[src/rtl/pe_array_id_loader.sv]
`timescale 1ns/1ps
// -----------------------------------------------------------------------------
// pe_array_id_loader
// Purpose: takes one snapshot of the PE-array X/Y ID tables on start. It then
// streams them to the PE array as valid/ready configuration beats. For each
// ID type (filter, ifmap, ipsum, opsum) it sends the H per-row Y-IDs and then
// the H*W X-IDs in row-major order. After the last beat it pulses done.
// An illegal array size produces an err pulse and no beats.
// Ports:
//   clk, rst_n                 clock, asynchronous active-low reset
//   start                      one-cycle request, honoured only when idle
//   PE_ARRAY_H, PE_ARRAY_W     active rows / columns
//   *_XID                      ROWS*COLS*XID_W flattened row-major X-IDs
//   *_YID                      ROWS*YID_W flattened per-row Y-IDs
//   cfg_valid/cfg_ready        beat handshake
//   cfg_type/is_y/row/col/id   beat payload (zero while cfg_valid is low)
//   busy, done, err            status; done and err are one-cycle pulses
// -----------------------------------------------------------------------------
module pe_array_id_loader #(
  parameter int ROWS  = 6,
  parameter int COLS  = 8,
  parameter int XID_W = 5,
  parameter int YID_W = 3
) (
  input  logic                        clk,
  input  logic                        rst_n,
  input  logic                        start,
  input  logic [2:0]                  PE_ARRAY_H,
  input  logic [3:0]                  PE_ARRAY_W,
  input  logic [ROWS*COLS*XID_W-1:0]  filter_XID,
  input  logic [ROWS*COLS*XID_W-1:0]  ifmap_XID,
  input  logic [ROWS*COLS*XID_W-1:0]  ipsum_XID,
  input  logic [ROWS*COLS*XID_W-1:0]  opsum_XID,
  input  logic [ROWS*YID_W-1:0]       filter_YID,
  input  logic [ROWS*YID_W-1:0]       ifmap_YID,
  input  logic [ROWS*YID_W-1:0]       ipsum_YID,
  input  logic [ROWS*YID_W-1:0]       opsum_YID,
  output logic                        cfg_valid,
  input  logic                        cfg_ready,
  output logic [1:0]                  cfg_type,
  output logic                        cfg_is_y,
  output logic [2:0]                  cfg_row,
  output logic [3:0]                  cfg_col,
  output logic [XID_W-1:0]            cfg_id,
  output logic                        busy,
  output logic                        done,
  output logic                        err
);

  localparam int NPE    = ROWS * COLS;
  localparam int IDX_W  = (NPE > 1) ? $clog2(NPE) : 1;
  localparam int RIDX_W = (ROWS > 1) ? $clog2(ROWS) : 1;

  typedef enum logic [1:0] {S_IDLE, S_YPASS, S_XPASS, S_FIN} state_t;

  state_t            r_state, w_state;
  logic [1:0]        r_type, w_type;
  logic [2:0]        r_row, w_row;
  logic [3:0]        r_col, w_col;
  logic              r_valid, w_valid;
  logic              r_is_y, w_is_y;
  logic [XID_W-1:0]  r_id, w_id;
  logic              r_busy, w_busy;
  logic              r_done, w_done;
  logic              r_err, w_err;
  logic [2:0]        r_h;
  logic [3:0]        r_w;
  logic              w_load;
  logic              w_bad;
  logic              w_xfer;
  logic [IDX_W-1:0]  w_idx;

  // Snapshot of the ID tables, indexed [type][entry]
  logic [XID_W-1:0]  r_xid [4][NPE];
  logic [YID_W-1:0]  r_yid [4][ROWS];

  // Zero-extend a Y-ID to the beat payload width
  function automatic logic [XID_W-1:0] zext_y(input logic [YID_W-1:0] y);
    return {{(XID_W-YID_W){1'b0}}, y};
  endfunction

  assign w_xfer = r_valid & cfg_ready;
  assign w_bad  = (PE_ARRAY_H == 3'd0) || (32'(PE_ARRAY_H) > ROWS) ||
                  (PE_ARRAY_W == 4'd0) || (32'(PE_ARRAY_W) > COLS);

  // Next-state and next-beat sequencing; everything holds unless a beat transfers
  always_comb begin
    w_state = r_state;
    w_type  = r_type;
    w_row   = r_row;
    w_col   = r_col;
    w_valid = r_valid;
    w_is_y  = r_is_y;
    w_done  = 1'b0;
    w_err   = 1'b0;
    w_load  = 1'b0;
    case (r_state)
      S_IDLE: begin
        if (start) begin
          w_load = 1'b1;
          if (w_bad) begin
            w_err = 1'b1;
          end else begin
            w_state = S_YPASS;
            w_type  = 2'd0;
            w_row   = 3'd0;
            w_col   = 4'd0;
            w_valid = 1'b1;
            w_is_y  = 1'b1;
          end
        end else begin
          w_state = S_IDLE;
        end
      end
      S_YPASS: begin
        if (w_xfer) begin
          if (r_row == r_h - 3'd1) begin
            w_state = S_XPASS;
            w_row   = 3'd0;
            w_col   = 4'd0;
            w_is_y  = 1'b0;
          end else begin
            w_row = r_row + 3'd1;
          end
        end else begin
          w_state = S_YPASS;
        end
      end
      S_XPASS: begin
        if (w_xfer) begin
          if (r_col == r_w - 4'd1) begin
            if (r_row == r_h - 3'd1) begin
              if (r_type == 2'd3) begin
                // Last beat of opsum: drop valid and clear the payload
                w_state = S_FIN;
                w_type  = 2'd0;
                w_row   = 3'd0;
                w_col   = 4'd0;
                w_valid = 1'b0;
                w_is_y  = 1'b0;
                w_done  = 1'b1;
              end else begin
                w_state = S_YPASS;
                w_type  = r_type + 2'd1;
                w_row   = 3'd0;
                w_col   = 4'd0;
                w_is_y  = 1'b1;
              end
            end else begin
              w_row = r_row + 3'd1;
              w_col = 4'd0;
            end
          end else begin
            w_col = r_col + 4'd1;
          end
        end else begin
          w_state = S_XPASS;
        end
      end
      S_FIN: begin
        w_state = S_IDLE;
      end
      default: begin
        w_state = S_IDLE;
        w_type  = 2'd0;
        w_row   = 3'd0;
        w_col   = 4'd0;
        w_valid = 1'b0;
        w_is_y  = 1'b0;
      end
    endcase
    w_busy = (w_state != S_IDLE);
  end

  // Payload lookup for the next beat. The first beat is read straight from the
  // inputs because the snapshot is being written on that same edge.
  always_comb begin
    w_id  = {XID_W{1'b0}};
    w_idx = IDX_W'(w_row) * IDX_W'(COLS) + IDX_W'(w_col);
    if (!w_valid) begin
      w_id = {XID_W{1'b0}};
    end else if (w_load) begin
      w_id = zext_y(filter_YID[YID_W-1:0]);
    end else if (w_is_y) begin
      w_id = zext_y(r_yid[w_type][RIDX_W'(w_row)]);
    end else begin
      w_id = r_xid[w_type][w_idx];
    end
  end

  // Control/output registers and the ID snapshot
  always_ff @(posedge clk or negedge rst_n) begin
    if (!rst_n) begin
      r_state <= S_IDLE;
      r_type  <= 2'd0;
      r_row   <= 3'd0;
      r_col   <= 4'd0;
      r_valid <= 1'b0;
      r_is_y  <= 1'b0;
      r_id    <= {XID_W{1'b0}};
      r_busy  <= 1'b0;
      r_done  <= 1'b0;
      r_err   <= 1'b0;
      r_h     <= 3'd0;
      r_w     <= 4'd0;
      for (int t = 0; t < 4; t++) begin
        for (int i = 0; i < NPE; i++) r_xid[t][i] <= {XID_W{1'b0}};
        for (int r = 0; r < ROWS; r++) r_yid[t][r] <= {YID_W{1'b0}};
      end
    end else begin
      r_state <= w_state;
      r_type  <= w_type;
      r_row   <= w_row;
      r_col   <= w_col;
      r_valid <= w_valid;
      r_is_y  <= w_is_y;
      r_id    <= w_id;
      r_busy  <= w_busy;
      r_done  <= w_done;
      r_err   <= w_err;
      if (w_load) begin
        r_h <= PE_ARRAY_H;
        r_w <= PE_ARRAY_W;
        for (int i = 0; i < NPE; i++) begin
          r_xid[0][i] <= filter_XID[i*XID_W +: XID_W];
          r_xid[1][i] <= ifmap_XID[i*XID_W +: XID_W];
          r_xid[2][i] <= ipsum_XID[i*XID_W +: XID_W];
          r_xid[3][i] <= opsum_XID[i*XID_W +: XID_W];
        end
        for (int r = 0; r < ROWS; r++) begin
          r_yid[0][r] <= filter_YID[r*YID_W +: YID_W];
          r_yid[1][r] <= ifmap_YID[r*YID_W +: YID_W];
          r_yid[2][r] <= ipsum_YID[r*YID_W +: YID_W];
          r_yid[3][r] <= opsum_YID[r*YID_W +: YID_W];
        end
      end else begin
        r_h <= r_h;
        r_w <= r_w;
      end
    end
  end

  assign cfg_valid = r_valid;
  assign cfg_type  = r_type;
  assign cfg_is_y  = r_is_y;
  assign cfg_row   = r_row;
  assign cfg_col   = r_col;
  assign cfg_id    = r_id;
  assign busy      = r_busy;
  assign done      = r_done;
  assign err       = r_err;

endmodule
[config.mk]
export PLATFORM = sky130hd
export DESIGN_NAME = pe_array_id_loader
export DESIGN_NICKNAME = d
export VERILOG_FILES = /design/src/rtl/pe_array_id_loader.sv
export SDC_FILE = /design/constraint.sdc
export NUM_CORES = 2
export LEC_CHECK = 0
export BUFFER_PORTS_ARGS = -buffer_cell sky130_fd_sc_hd__buf_2
export CAP_MARGIN = 20
export CORE_UTILIZATION = 25
export DETAILED_ROUTE_END_ITERATION = 8
export SLEW_MARGIN = 20
export SYNTH_ARGS = -nofsm -noshare
export SYNTH_HDL_FRONTEND = slang
export SYNTH_SLANG_ARGS = --single-unit
[constraint.sdc]
create_clock -name clk -period 9.1 [get_ports clk]
set_input_delay 0 -clock clk [delete_from_list [all_inputs] [get_ports clk]]
set_output_delay 0 -clock clk [all_outputs]
set_load 0.02 [all_outputs]
==> results.sh <==
export IMPL_status="finished, violations left"
export IMPL_dr_pass1_iters=9
export IMPL_cts_tree="yes"
export IMPL_period_share=0.722
export IMPL_clk_latency_ns=0.83
export IMPL_slew_headroom=0.217
export IMPL_finalNetCount=11100
export IMPL_hold_viol=0
export IMPL_portBuffers=1061
export IMPL_drc=3
export IMPL_grt_max_degree=208
export IMPL_ios=1062
export IMPL_post_synth_top_count_cell="nand2_1"
export IMPL_drv_cap=0
export IMPL_fmax_mhz=152
export IMPL_synth_xor_area_share=0.00404
export IMPL_power_density_nw_per_um2=293
export IMPL_synth_edff_count=0
export IMPL_worstSetupPathType="reg -> reg"
export IMPL_worst_slew_pin_slew_ns=1.17
export IMPL_tns_ns=0
export IMPL_grt_pass1_vias=71200
export IMPL_drt_total_wl_um=395000
export IMPL_syn_area_per_cell_um2=7.76
export IMPL_worstPathCellList="inv_1 > ha_1 > xor2_1 > nand3_4 > o31ai_1 > and2_1 > mux2_2 > ha_2 > inv_2 > nand2_1 > or4_1 > nand4_1 > a2111oi_2 > a211oi_1 > a31oi_1"
export IMPL_synth_compound_area_frac=0.142
export IMPL_netlist_top_cells_area="dfrtp_1 (46%), nand2_1 (23%), mux2i_1 (3.5%)"
export IMPL_synth_area_um2=58000
export IMPL_slew_violations=0
export IMPL_grt_ovfl_total=0
export IMPL_synth_cells=7469
export IMPL_finClkSkew_ns=0.0363
export IMPL_r2r_start="r_w[0]"
export IMPL_p_switching_mw=12.3
export IMPL_grtUsageTotal=0.329
export IMPL_cts_buffers=135
export IMPL_cts_setup_buffers=0
export IMPL_core_area_um2=230000
export IMPL_syn_nets=8519
export IMPL_rsz0062_at_grt="false"
export IMPL_wl_per_cell_um=29.8
export IMPL_die_area_um2=234000
export IMPL_synthMuxAreaShare=0.0456
export IMPL_end_kind="flop"
export IMPL_dieWidth_um=483
export IMPL_critPathMaxFanout=35
export IMPL_synth_top_family_by_area="simple AND/OR/NAND/NOR gates"
export IMPL_fp_dieH_um=483
export IMPL_startpoint_type="flop"
export IMPL_ys_ff_latch=1060
export IMPL_pwr_share_clk=0.222
export IMPL_path_clk_slew_ns=0.06
export IMPL_antenna_found_initial=116
export IMPL_synth_simple_area_share=0.302
export IMPL_drive_gt1_frac=0.152
export IMPL_synthToLayoutAreaGrowth_pct=54.9
export IMPL_total_power_mw=26.3
export IMPL_synthTopCellsByCount="nand2_1 (3545), dfrtp_1 (1060), clkbuf_1 (436)"
export IMPL_cts_htree_levels=4
export IMPL_vias=72800
export IMPL_hp_class="in -> reg"
export IMPL_seq_power_share=0.356
export IMPL_synthArstFlopShare=1.00
export IMPL_grt_pass1_wl_um=550000
export IMPL_crit_required_ns=9.78
export IMPL_setup_viol_count_final=0
export IMPL_p_comb_frac=0.422
export IMPL_cp_slowest_stage_delay_ns=0.67
export IMPL_postRouteAntennaNets=0
export IMPL_cp_arrival_ns=7.25
export IMPL_whs_ns=0.0344
export IMPL_postLayoutCoreUtil=0.390
export IMPL_place_gp_congestion=0.928
export IMPL_crit_slowest_cell="ha_2"
export IMPL_drt_iter0_markers=8988
export IMPL_violations="DRC"
export IMPL_post_dp_hpwl_um=253000
export IMPL_ys_flop_type="dfrtp_1"
export IMPL_yosysTopAreaCell="dfrtp_1"
export IMPL_synth_cell_type_count=101
export IMPL_peakVddDrop_mv=0.317
export IMPL_ys_warn_count=0
export IMPL_rows=176
export IMPL_netSwitchingFraction=0.466
export IMPL_clock_path_buffers=3
export IMPL_yosysTopAreaCellShare=0.458
export IMPL_vias_per_cell=5.50
export IMPL_cts_root_buf="clkbuf_16"
export IMPL_p_leak_nw=42.1
export IMPL_critical_path_startpoint="r_w[0]"
export IMPL_yosysSeqAreaShare=0.458
export IMPL_start_util=0.252
export IMPL_period_needed_ns=6.57
export IMPL_min_from="ifmap_XID[17]"
export IMPL_power_internal_mw=14.0
export IMPL_cts_num_sinks=1060
export IMPL_synthAdderAreaFrac=0.00151
==> critical path, delay by kind of cell, from the launching register on <==
kind	cells	cell delay [ns]
XOR/XNOR	1	0.32
multiplexers	1	0.48
AND/OR/NAND/NOR	5	2.16
buffers and inverters	2	0.64
adder cells (fa/ha/maj)	2	0.99
flip-flops	1	0.42
AO/OA/AOI/OAI	4	1.37
==> layout make-up <==
type | instances | area (um^2)
tap | 3026 | 3790
fill | 22100 | 140000
clock buffer | 189 | 3890
multi-input combinational | 5745 | 29100
inverter | 58 | 248
antenna | 67 | 168
sequential | 1060 | 26500
timing repair buffer | 3047 | 25200
clock inverter | 49 | 812
==> metrics by stage <==
| stage | instances | cell area (um^2) | worst slack, ns |
|---|---|---|---|
| after CTS | 13200 | 89600 | 2.66 |
| final | 13200 | 89800 | 2.53 |
| after floorplan | 7469 | 58000 | 4.54 |
| after global placement | 11100 | 66100 | 2.27 |
| after global routing | 13200 | 89700 | 2.42 |
| after detailed placement | 11100 | 66100 | 2.67 |
==> state kept, by name, indices dropped and copies added (netlist names), 2 cells and up <==
name      flops
cfg_id        5
r_state       2
cfg_col       4
cfg_type      2
r_xid       960
cfg_row       3
r_h           3
r_w           4
r_yid        72
==> repair_timing <==
| item | 4_1_cts | 5_1_grt |
|---|---|---|
| resized for setup | 0 | 0 |
| hold endpoints to repair | 1375 | 0 |
| hold buffers | 1876 | 0 |
==> worst paths after layout <==
path | endpoint | slack (ns) | cells after the start
max in group asynchronous | r_xid[465] | 6.51 | 6
min in group asynchronous | r_xid[91] | 0.42 | 4
worst min-delay path | r_xid[702] | 0.03 | 4
worst max-delay path | cfg_id[1] | 2.53 | 15
worst max register to register | cfg_id[1] | 2.53 | 15
worst min register to register | r_xid[326] | 0.47 | 2
==> power by group through the flow <==
stage	clock (mW)	combinational [mW]	sequential [mW]
6_report	5.83	11.1	9.35
5_1_grt	6.09	11.8	9.50
4_1_cts	5.92	10.6	9.20
3_5_place_dp	0	9.94	9.25
3_3_place_gp	0	9.83	9.20
2_1_floorplan	0	5.98	8.21
==> layout by cell type, fill, tap and decap left out, drive strengths merged, types with 16 or more instances in the layout <==
cell type and n:
a222oi 20, o22ai 48, o41ai 17, o211ai 88, diode 67, nor3 60
a32oi 16, mux2i 203, and3 54, a31oi 55, nor2 175, a22oi 26
a311oi 24, o32ai 26, mux2 54, o311ai 31, o221ai 34, clkinv 25
o21ai 200, dlygate4sd3 1875, nand4 99, nor4 29, a21o 19, or3 16
dfrtp 1060, a22o 61, nand3 284, nand2 3546, inv 61, a2111oi 22
a221oi 44, buf 1171, nor2b 20, clkbuf 190, a21oi 165, a211oi 85
o211a 21, a221o 19
==> per-layer routing <==
metal  up-vias  GRT usage  wire length (um)
li1      30500          -                 -
met1     35500      0.423            159000
met2      5227      0.486            167000
met3      1495     0.0962             40600
met4        60      0.195             28300
met5         -     0.0104               483
==> kinds of logic (layout without fill, tap and decap cells) <==
family                     count (synthesis)  in the layout
and+or+nand+nor                         4327           4327
AOI/OAI and AO/OA                       1139           1139
DFF                                     1060           1060
buffers and inverters                    664           3343
muxes                                    257            257
xor gates and xnor gates                  15             15
adders and majority gates                  7              7
other                                      0             67
Power figures use the tool's default switching activity.
